### src/rtl/btn_pkg.sv
// Shared types and event codes for the button event controller.
package btn_pkg;

    typedef enum logic [1:0] {
        IDLE    = 2'b00,
        PRESSED = 2'b01,
        LONG    = 2'b10
    } btn_state_t;

    localparam logic [1:0] EV_NONE    = 2'b00;
    localparam logic [1:0] EV_PRESS   = 2'b01;
    localparam logic [1:0] EV_RELEASE = 2'b10;
    localparam logic [1:0] EV_LONG    = 2'b11;

endpackage

### src/rtl/event_latch.sv
// Single-entry pending event register with ack and sticky overrun.
module event_latch
    import btn_pkg::*;
(
    input  logic       clock,
    input  logic       reset,
    input  logic       post,
    input  logic [1:0] code,
    input  logic       ack,
    output logic       pending,
    output logic [1:0] event_code,
    output logic       overrun
);

    always_ff @(posedge clock) begin
        if (reset) begin
            pending    <= 1'b0;
            event_code <= EV_NONE;
            overrun    <= 1'b0;
        end else if (post) begin
            // An ack in the same cycle frees the slot for the new event.
            if (!pending || ack) begin
                pending    <= 1'b1;
                event_code <= code;
            end else begin
                overrun <= 1'b1;
            end
        end else if (ack) begin
            pending    <= 1'b0;
            event_code <= EV_NONE;
        end
    end

endmodule

### src/rtl/button_event_ctrl.sv
// Press / release / long-press detector feeding a pending-event latch.
module button_event_ctrl
    import btn_pkg::*;
#(
    parameter int LONG_CYCLES = 1000
) (
    input  logic       clock,
    input  logic       reset,
    input  logic       btn_db,
    input  logic       irq_ack,
    output logic       press_pulse,
    output logic       release_pulse,
    output logic       long_pulse,
    output logic       irq,
    output logic [1:0] event_code,
    output logic       overrun
);

    localparam int CW = $clog2(LONG_CYCLES);
    localparam logic [CW-1:0] LAST = CW'(LONG_CYCLES - 1);

    logic          btn_q;
    logic          rise;
    logic          fall;
    btn_state_t    state;
    btn_state_t    state_nxt;
    logic [CW-1:0] cnt;
    logic [CW-1:0] cnt_nxt;
    logic          press_nxt;
    logic          release_nxt;
    logic          long_nxt;
    logic          post;
    logic [1:0]    post_code;
    logic          pending;

    assign rise = btn_db & ~btn_q;
    assign fall = ~btn_db & btn_q;

    always_comb begin
        state_nxt   = state;
        cnt_nxt     = cnt;
        press_nxt   = 1'b0;
        release_nxt = 1'b0;
        long_nxt    = 1'b0;
        case (state)
            IDLE: begin
                if (rise) begin
                    state_nxt = PRESSED;
                    cnt_nxt   = '0;
                    press_nxt = 1'b1;
                end
            end
            PRESSED: begin
                if (fall) begin
                    state_nxt   = IDLE;
                    release_nxt = 1'b1;
                end else if (cnt == LAST) begin
                    state_nxt = LONG;
                    long_nxt  = 1'b1;
                end else begin
                    cnt_nxt = cnt + 1'b1;
                end
            end
            LONG: begin
                if (fall) begin
                    state_nxt   = IDLE;
                    release_nxt = 1'b1;
                end
            end
            default: state_nxt = IDLE;
        endcase
    end

    // Events post on the same edge that registers their pulse.
    always_comb begin
        post      = press_nxt | release_nxt | long_nxt;
        post_code = EV_NONE;
        if (press_nxt)
            post_code = EV_PRESS;
        else if (release_nxt)
            post_code = EV_RELEASE;
        else if (long_nxt)
            post_code = EV_LONG;
    end

    always_ff @(posedge clock) begin
        if (reset) begin
            btn_q         <= 1'b0;
            state         <= IDLE;
            cnt           <= '0;
            press_pulse   <= 1'b0;
            release_pulse <= 1'b0;
            long_pulse    <= 1'b0;
        end else begin
            btn_q         <= btn_db;
            state         <= state_nxt;
            cnt           <= cnt_nxt;
            press_pulse   <= press_nxt;
            release_pulse <= release_nxt;
            long_pulse    <= long_nxt;
        end
    end

    event_latch u_latch (
        .clock      (clock),
        .reset      (reset),
        .post       (post),
        .code       (post_code),
        .ack        (irq_ack),
        .pending    (pending),
        .event_code (event_code),
        .overrun    (overrun)
    );

    assign irq = pending;

endmodule
### config.mk
export PLATFORM = sky130hd
export DESIGN_NAME = button_event_ctrl
export DESIGN_NICKNAME = d
export VERILOG_FILES = /design/src/rtl/btn_pkg.sv /design/src/rtl/event_latch.sv /design/src/rtl/button_event_ctrl.sv
export SDC_FILE = /design/constraint.sdc
export NUM_CORES = 1
export LEC_CHECK = 0
export BUFFER_PORTS_ARGS = -buffer_cell sky130_fd_sc_hd__buf_4
export CORE_MARGIN = 2
export CORE_UTILIZATION = 50
export CTS_CLUSTER_DIAMETER = 50
export CTS_CLUSTER_SIZE = 8
export DETAILED_ROUTE_END_ITERATION = 7
export PLACE_DENSITY_LB_ADDON = 0.05
export SYNTH_ARGS = -nofsm -noshare
export SYNTH_HDL_FRONTEND = slang
export SYNTH_HIERARCHICAL = 1
export SYNTH_SLANG_ARGS = --single-unit
### constraint.sdc
create_clock -name clock -period 1.75 [get_ports clock]
set_input_delay 0.35 -clock clock [delete_from_list [all_inputs] [get_ports clock]]
set_output_delay 0.35 -clock clock [all_outputs]
set_load 0.03 [all_outputs]
=== Yosys cells after proc, flatten, opt, wreduce, memory -nomap -nowiden ===
Index checks and enable logic that the tools add are counted.
Widths: inputs -> output; s select.

* Word-level logic and storage cells: 61
* Register bits after elaboration: 20
* Input bits: 4
* Output and inout bits: 7

* Bitwise gates (word level): 7
* Equal/unequal tests: 9
* Reduce and logical (&&, ||, !) cells: 10
* Add/subtract/negate cells: 1
* Muxes and demuxes: 25

{| class="wikitable"
|+ Operators by type and width
! kind !! number
|-
| $mux 10 || 3
|-
| $mux 2 || 10
|-
| $pmux 10 s2 || 1
|-
| $add 10x1->10 const B || 1
|-
| $eq 10x10->1 const B || 1
|-
| $mux 1 || 10
|-
| $ne 2x2->1 const B || 4
|-
| $pmux 2 s3 || 1
|-
| $reduce_and 2->1 || 2
|-
| $reduce_and 4->1 || 1
|-
| $reduce_bool 2->1 || 2
|-
| $ne 3x3->1 const B || 1
|-
| $not 1->1 || 3
|-
| $reduce_and 3->1 || 1
|-
| $and 1x1->1 || 2
|-
| $eq 2x1->1 const B || 1
|-
| $eq 2x2->1 const B || 1
|-
| $logic_not 2->1 || 1
|-
| $ne 2x1->1 const B || 1
|-
| $or 1x1->1 || 2
|-
| $reduce_or 2->1 || 1
|-
| $logic_not 1->1 || 1
|-
| $logic_or 1x1->1 || 1
|}

=== Logic depth before layout (Yosys ltp) ===
Gate-level depths: netlist of run 1.

* Word-level depth: 9
* Gate-level depth with buffers: 7
* Mapped depth without buffers: 6

=== Hierarchy ===
Netlist of run 1, hierarchy kept.

{| class="wikitable"
|+ By module, submodules not included
! module !! times used !! sequential area each (µm²) !! area an instance (µm²) !! cells each
|-
| button_event_ctrl || 1 || 320.3 || 910.9 || 110
|-
| event_latch || 1 || 80.1 || 161.4 || 18
|}

=== Worst setup path before layout of run 1 ===
No wires, ideal clock.

* Kind: reg2reg
* Start point: reg cnt[5]
* End point: reg u_latch.event_code[0]
* Period minus slack after synthesis: 1.661 ns
* Path buffers: 0
* Arrival time: 1.568 ns
* Required time: 1.658 ns
* Library setup time: 0.092 ns
* Slack: 0.089 ns
* Cell stages (with the launch flop): 7
* Cell sequence: dfxtp_1 > and4_1 > nand3_1 > or3b_1 > nand3_1 > o21ai_2 > o32ai_1

* Elaborated cells on any way between the ends: 13
* Those cells by class: eq/ne (2); mux (8); bitwise (1); reduce/logical (2)

{| class="wikitable"
|+ RTL lines
! what !! RTL line !! text
|-
| from (decl) || button_event_ctrl.sv:27 || <nowiki>logic [CW-1:0] cnt;</nowiki>
|-
| from (signal assigned) || button_event_ctrl.sv:97 || <nowiki>cnt <= cnt_nxt;</nowiki>
|-
| $eq 10x10->1 * || button_event_ctrl.sv:57 || <nowiki>end else if (cnt == LAST) begin</nowiki>
|-
| $mux 1 * || button_event_ctrl.sv:57 ||
|-
| $mux 1 * || button_event_ctrl.sv:54 || <nowiki>if (fall) begin</nowiki>
|-
| $mux 1 * || button_event_ctrl.sv:45 || <nowiki>case (state)</nowiki>
|-
| $or 1x1->1 * || button_event_ctrl.sv:76 || <nowiki>post = press_nxt | release_nxt | long_nxt;</nowiki>
|-
| via post || button_event_ctrl.sv:32 || <nowiki>logic post;</nowiki>
|-
| $ne 2x1->1 (no line) or $reduce_bool 2->1 (tied branches) || -- ||
|-
| $reduce_and 2->1 (no line) || -- ||
|-
| to (signal assigned) || event_latch.sv:24 || <nowiki>event_code <= code;</nowiki>
|-
| to (decl) || event_latch.sv:11 || <nowiki>output logic [1:0] event_code,</nowiki>
|}

The timed path passes the listed nets; every way through them passes the cells marked *. The select of a mux whose other input is x is not followed.
A chain may end at the register's enable or synchronous reset.

=== Worst setup path after layout of run 1 ===
* Start point: reg state[1]
* End point: reg cnt[6]

* Word-level cells in the longest chain between the ends: 3
* Elaborated cells on any way between the ends: 8
* Those cells by class: eq/ne (4); mux (1); reduce/logical (3)

{| class="wikitable"
|+ RTL lines
! what !! RTL line !! text
|-
| from (decl) || button_event_ctrl.sv:25 || <nowiki>btn_state_t state;</nowiki>
|-
| from (signal assigned) || button_event_ctrl.sv:96 || <nowiki>state <= state_nxt;</nowiki>
|-
| $eq 2x1->1 or $logic_not 2->1 (tied branches) || button_event_ctrl.sv:45 ||
|-
| $ne 2x2->1 (no line) or $reduce_bool 2->1 (tied branches) || -- ||
|-
| $reduce_and 4->1 (no line) || -- ||
|}

Parallel ways exist; a longest one is shown, timed or not.

==> flow_summary.yaml, run 1 <==
timing:
  fin_crit_ns: 1.693
  hold_slack_ns: 0.2829
  hold_viol_final: 0
  slew_headroom: 0.7841
  finalSetupViolCount: 0
  report.final.slew_viol_count: 0
  finClkSkew_ns: 0.006946
  worst_pin_slew_ns: 0.3238
  fin_crit_sh: 0.9675
  timing.fmax_mhz: 590.7
worst_setup_path:
  crit_arrival_ns: 1.91
  required_ns: 1.96
  critPathKind: "flop to flop"
  reg2reg_slack_ns: 0.06
  end_kind: "flop"
  reg2reg_depth: 7
  crit_fanout: 11
  start_kind: "flop"
clock_network:
  cts_sinks: 20
  clock_path_buffers: 2
  clk_pin_slew_worst_paths_ns: 0.12
  cts.htree.levels: 1
  numCtsBuffers: 3
  ctsRootBufferMaster: "clkbuf_4"
  cts_tree: "done"
  ctsHoldBuffers: 0
  clkLatencyLatePin_ns: 0.31
cells_and_area:
  drive_above_1_share: 0.3613
  largestRegisters: "cnt: 10 flops, state: 2 flops, u_latch/event_code: 2 flops"
  synthToLayoutAreaGrowth_pct: 32.56
  top_register: "cnt"
  largest_register_ffs: 10
  fin_cells: 182
  finalNetCount: 164
  antenna_cells: 0
drt:
  firstDrtPassIters: 4
  drt_wl_total_um: 2683
  drc: 0
  vias_per_cell: 5.813
  first_iter_violations: 38
  drtAntennaViolNets: 0
  via_count: 1058
  routedWlPerCell_um: 14.74
power_and_ir_drop:
  total_leakage_power_nw: 0.5234
  p_switching_mw: 0.3277
  p_per_area_mw_per_mm2: 809.4
  seqPwrFrac: 0.424
  internal_power_mw: 0.8228
  ir_worst_vdd_uv: 479.3
  comb_power_share: 0.242
  swShare: 0.2848
  p_clk_frac: 0.334
  finalPower_mw: 1.150
global_routing:
  grt-ovfl-total: 0
  antenna_found_initial: 0
  grt_pass1_wl_um: 4353
  grt_usage: 0.2196
  grt_max_degree: 23
  first_global_vias: 967
place:
  dp.cells: 177
  routabilityCongestion: 0.9096
  hpwl_um: 1771
  numPortBuffers: 10
yosys:
  synth_fp_nets: 136
  synth_area_leader_cell: "dfxtp_1"
  synth_cell_types: 37
  synth_area_mm2: 0.001072
  async_flop_share: 0
  synth_area_per_cell_um2: 8.377
  synth_edf_count: 0
  synthCells: 128
  synth-seq-cells: 20
  synth_commonest_cells: "20 x dfxtp_1, 12 x nand3_1, 9 x nand2_1, 9 x o21ai_0"
  synth-seq-area-share: 0.3734
  ys.warnings.count: 6
  ys.flop_type: "dfxtp_1"
  yosysTopAreaCellShare: 0.3734
  yosysMostFrequentCell: "dfxtp_1"
  synth_area_leaders: "dfxtp_1 37%, nand3_1 5.6%, ha_1 4.7%, o21ai_0 4.2%, a31oi_1 4.1%"
die:
  dieArea_mm2: 0.002531
  initial_utilization: 0.5356
  io_pins: 11
  die_h_um: 50.31
  coreArea_mm2: 0.002002
  die_w_um: 50.31
  num_rows: 16
run:
  drv_cap: 0
status:
  status: "finished, final reports clean"
worst_hold_path:
  min_path_cells: 2
  holdCritPathClass: "input port to flop"
==> power groups by stage <==
stage               Sequential (mW)  Clock (mW)  Combinational, mW
floorplan                     0.508           0              0.138
global placement              0.495           0              0.238
detailed placement            0.496           0              0.239
CTS                           0.487       0.389              0.244
global route                  0.491       0.408              0.302
finish                        0.488       0.385              0.278
==> path summary, 6_finish.rpt <==
check                                startpoint               to
worst max-delay path                   state[1]           cnt[6]
worst min-delay path                     btn_db            btn_q
worst max register to register         state[1]           cnt[6]
worst min register to register  u_latch/overrun  u_latch/overrun
==> stage by stage <==
stage / TNS (ns) / setup WS [ns] / instance area [um^2] / util
CTS: 0 / 0.001177 / 1335 / 0.6669
floorplan: 0 / 0.08948 / 1072 / -
global route: -0.004911 / -0.004911 / 1421 / 0.7100
finish: 0 / 0.05695 / 1421 / 0.7100
detailed placement: 0 / 0.02852 / 1281 / 0.6400
global placement: 0 / 0.07198 / 1281 / 0.6400
==> placed cells by master, fill, tap and decap left out, types with 2 or more instances in the layout <==
| cell | instances |
|---|---|
| inv_2 | 2 |
| buf_4 | 28 |
| ha_2 | 2 |
| a21oi_1 | 5 |
| a41oi_1 | 2 |
| dfxtp_1 | 17 |
| nand3_1 | 10 |
| dfxtp_2 | 3 |
| or3_1 | 5 |
| o21ai_0 | 9 |
| nand4_1 | 2 |
| nand2b_1 | 4 |
| a311oi_1 | 3 |
| o32ai_2 | 2 |
| inv_1 | 5 |
| a31oi_1 | 7 |
| a211oi_1 | 2 |
| nand3_4 | 2 |
| nor2_1 | 7 |
| nor2b_1 | 4 |
| clkbuf_4 | 3 |
| nand2_1 | 9 |
==> per-layer routing <==
layer | global-route usage | wire length, um | up-vias
met5 | 0 | 0 | -
met1 | 0.2949 | 1219 | 489
met4 | 0.04955 | 46 | 0
met2 | 0.3750 | 1307 | 32
met3 | 0.02976 | 108 | 4
li1 | - | - | 533
==> timing repair <==
action,CTS,global route
pin swaps,0,7
setup endpoints to repair,2,11
setup buffers,0,1
hold endpoints to repair,0,0
gates resized for setup,1,20
==> kinds of logic after synthesis <==
kind of cell / after synthesis / share of synthesized area
AO/OA/AOI/OAI: 36 / 0.2205
adder cells (fa/ha/maj): 4 / 0.04668
AND/OR/NAND/NOR: 56 / 0.3092
flip-flops: 20 / 0.3734
buffers and inverters: 12 / 0.05017
==> critical path, stage by stage, from the launching register on <==
cell and delay (ns):
dfxtp_2 0.36, inv_2 0.08, ha_2 0.19, buf_4 0.14, buf_4 0.18, a22o_2 0.23, a41oi_1 0.15, a311oi_1 0.29
==> final cells by class <==
type | count | area (um^2)
clock inverter | 1 | 30.03
multi-input combinational | 96 | 694.4
clock buffer | 3 | 22.52
sequential | 20 | 404.1
fill | 165 | 580.6
inverter | 7 | 26.28
timing repair buffer | 28 | 210.2
tap | 27 | 33.78
Power figures use the tool's default switching activity.
==> inputs of run 2 (changes only) <==
--- a/config.mk
+++ b/config.mk
@@ -11,6 +11,7 @@
 export CTS_CLUSTER_DIAMETER = 50
 export CTS_CLUSTER_SIZE = 8
 export DETAILED_ROUTE_END_ITERATION = 7
+export MAX_ROUTING_LAYER = met4
 export PLACE_DENSITY_LB_ADDON = 0.05
 export SYNTH_ARGS = -nofsm -noshare
 export SYNTH_HDL_FRONTEND = slang
==> constraint.sdc (replaced) <==
create_clock -name clock -period 1.75 [get_ports clock]
set_input_delay 0.0875 -clock clock [delete_from_list [all_inputs] [get_ports clock]]
set_output_delay 0.0875 -clock clock [all_outputs]
set_load 0.03 [all_outputs]
==> run 2 against run 1 <==
Flip-flop and latch count stayed put. Worst hold slack worse by 0.20 ns. Global-route usage is 0.23 points higher. Core utilization is 0.062 points lower. Count of clock-buffer cells in the layout stayed put. Largest cell class unchanged.
==> flow_summary.yaml, run 2 (synthesized netlist as in run 1, its figures left out) <==
status:
  status: "finished, final reports clean"
die:
  num_rows: 16
  initial_utilization: 0.5356
  dieArea_mm2: 0.002531
  io_pins: 11
  die_h_um: 50.31
  coreArea_mm2: 0.002002
  die_w_um: 50.31
worst_setup_path:
  crit_fanout: 11
  critPathMaxStageDelay_ns: 0.37
  timing.rr.start: "state[1]"
  cpMostUsedCell: "buf_4"
  rr_endpoint: "cnt[6]"
  required_ns: 1.95
  reg2reg_slack_ns: 0.06
  critPathKind: "flop to flop"
  path_buf_inv: 3
  crit_arrival_ns: 1.89
  cp_top_family: "compound AO/OA/AOI/OAI gates"
  end_kind: "flop"
  start_kind: "flop"
  path_cells: "inv_1, ha_1, buf_4, buf_4, a22o_2, a41oi_1, a311oi_1"
  cp_slowest_cell: "dfxtp_2"
  reg2reg_depth: 7
place:
  hpwl_um: 1715
  routabilityCongestion: 0.9256
  numPortBuffers: 10
drt:
  via_count: 1057
  routedWlPerCell_um: 13.62
  first_iter_violations: 15
  vias_per_cell: 5.776
  firstDrtPassIters: 4
  drc: 0
  drt_wl_total_um: 2492
  drtAntennaViolNets: 0
run:
  drv_cap: 0
timing:
  finClkSkew_ns: 0.004064
  finalSetupTns_ns: 0
  worst_pin_slew_ns: 0.3131
  finalSetupViolCount: 0
  fin_crit_sh: 0.9634
  fin_crit_ns: 1.686
  slew_headroom: 0.7913
  hold_slack_ns: 0.08304
  timing.fmax_mhz: 593.1
  rsz0062_at_grt: "yes"
  report.final.slew_viol_count: 0
  hold_viol_final: 0
cells_and_area:
  layout_common_cells: "28 x buf_4, 16 x dfxtp_1, 10 x nand3_1"
  antenna_cells: 0
  synthToLayoutAreaGrowth_pct: 32.44
  largest_register_ffs: 10
  top_register: "cnt"
  finalNetCount: 165
  drive_above_1_share: 0.3462
  final_common_cell: "buf_4"
  largestRegisters: "cnt: 10 flops, state: 2 flops, u_latch/event_code: 2 flops"
power_and_ir_drop:
  p_switching_mw: 0.3237
  comb_power_share: 0.232
  total_leakage_power_nw: 0.5256
  internal_power_mw: 0.8167
  seqPwrFrac: 0.428
  swShare: 0.2838
  p_clk_frac: 0.341
  ir_worst_vdd_uv: 803.2
  p_per_area_mw_per_mm2: 803.0
clock_network:
  cts_tree: "done"
  cts.htree.levels: 1
  clk_pin_slew_worst_paths_ns: 0.12
  clkLatencyLatePin_ns: 0.31
  cts_sinks: 20
  clock_path_buffers: 2
  ctsRootBufferMaster: "clkbuf_4"
  numCtsBuffers: 3
global_routing:
  grt-ovfl-total: 0
  grt_pass1_wl_um: 4202
  antenna_found_initial: 0
  grt_usage: 0.2219
  first_global_vias: 965
  grt_max_degree: 23
worst_hold_path:
  min_path_cells: 4
  hp-start: "irq_ack"
  holdCritPathClass: "input port to flop"
  min_to: "u_latch/pending"
## run 2: power by group through the flow
stage                     Clock (mW)  Sequential [mW]  Combinational, mW
after CTS                      0.400            0.487              0.242
final                          0.388            0.488              0.264
after floorplan                    0            0.508              0.138
after global routing           0.412            0.491              0.291
after global placement             0            0.495              0.236
after detailed placement           0            0.496              0.237
## run 2: final cells by class
cell class,instances,area (um^2)
clock inverter,1,30.03
multi-input combinational,96,681.9
tap,27,33.78
timing repair buffer,29,220.2
fill,164,581.8
sequential,20,405.4
clock buffer,3,22.52
inverter,7,26.28
## run 2: worst max path at each step
stage          startpoint                     to  slack (ns)  cells past startpoint
6_report         state[1]                 cnt[6]        0.06                      7
2_1_floorplan      cnt[5]  u_latch/event_code[0]        0.09                      6
3_5_place_dp     state[0]                 cnt[8]        0.02                      6
4_1_cts          state[1]                 cnt[9]       0.007                      7
5_1_grt          state[0]                 cnt[9]       -0.02                      7
3_3_place_gp       cnt[4]  u_latch/event_code[0]        0.07                      6
## run 2: worst min-delay path, cell delays in order
cell and delay [ns]:
buf_4 0.10, nor2b_1 0.05, nor2_1 0.08, nor2_1 0.04
## run 2: layer usage
layer	up-vias	routed length, um	track usage
met5	-	0	-
met3	4	156	0.02679
met2	34	1208	0.3618
met1	485	1098	0.2801
li1	534	-	-
met4	0	29	0.09009
## run 2: what timing repair did
item,4_1_cts,5_1_grt
cloned,0,0
hold endpoints to repair,1,0
setup buffers,0,2
resized for setup,1,17
setup endpoints to repair,2,11
hold buffers,1,0
pin swaps,0,6
## run 2: stage by stage
stage	cell area, um^2	util	instances	total power [mW]	worst slack, ns
after floorplan	1072	-	128	0.6460	0.08948
after global placement	1274	0.6363	176	0.7308	0.07044
after detailed placement	1274	0.6363	176	0.7324	0.01778
after CTS	1338	0.6681	181	1.130	0.006802
after global routing	1420	0.7094	183	1.193	-0.01750
final	1420	0.7094	183	1.140	0.06404
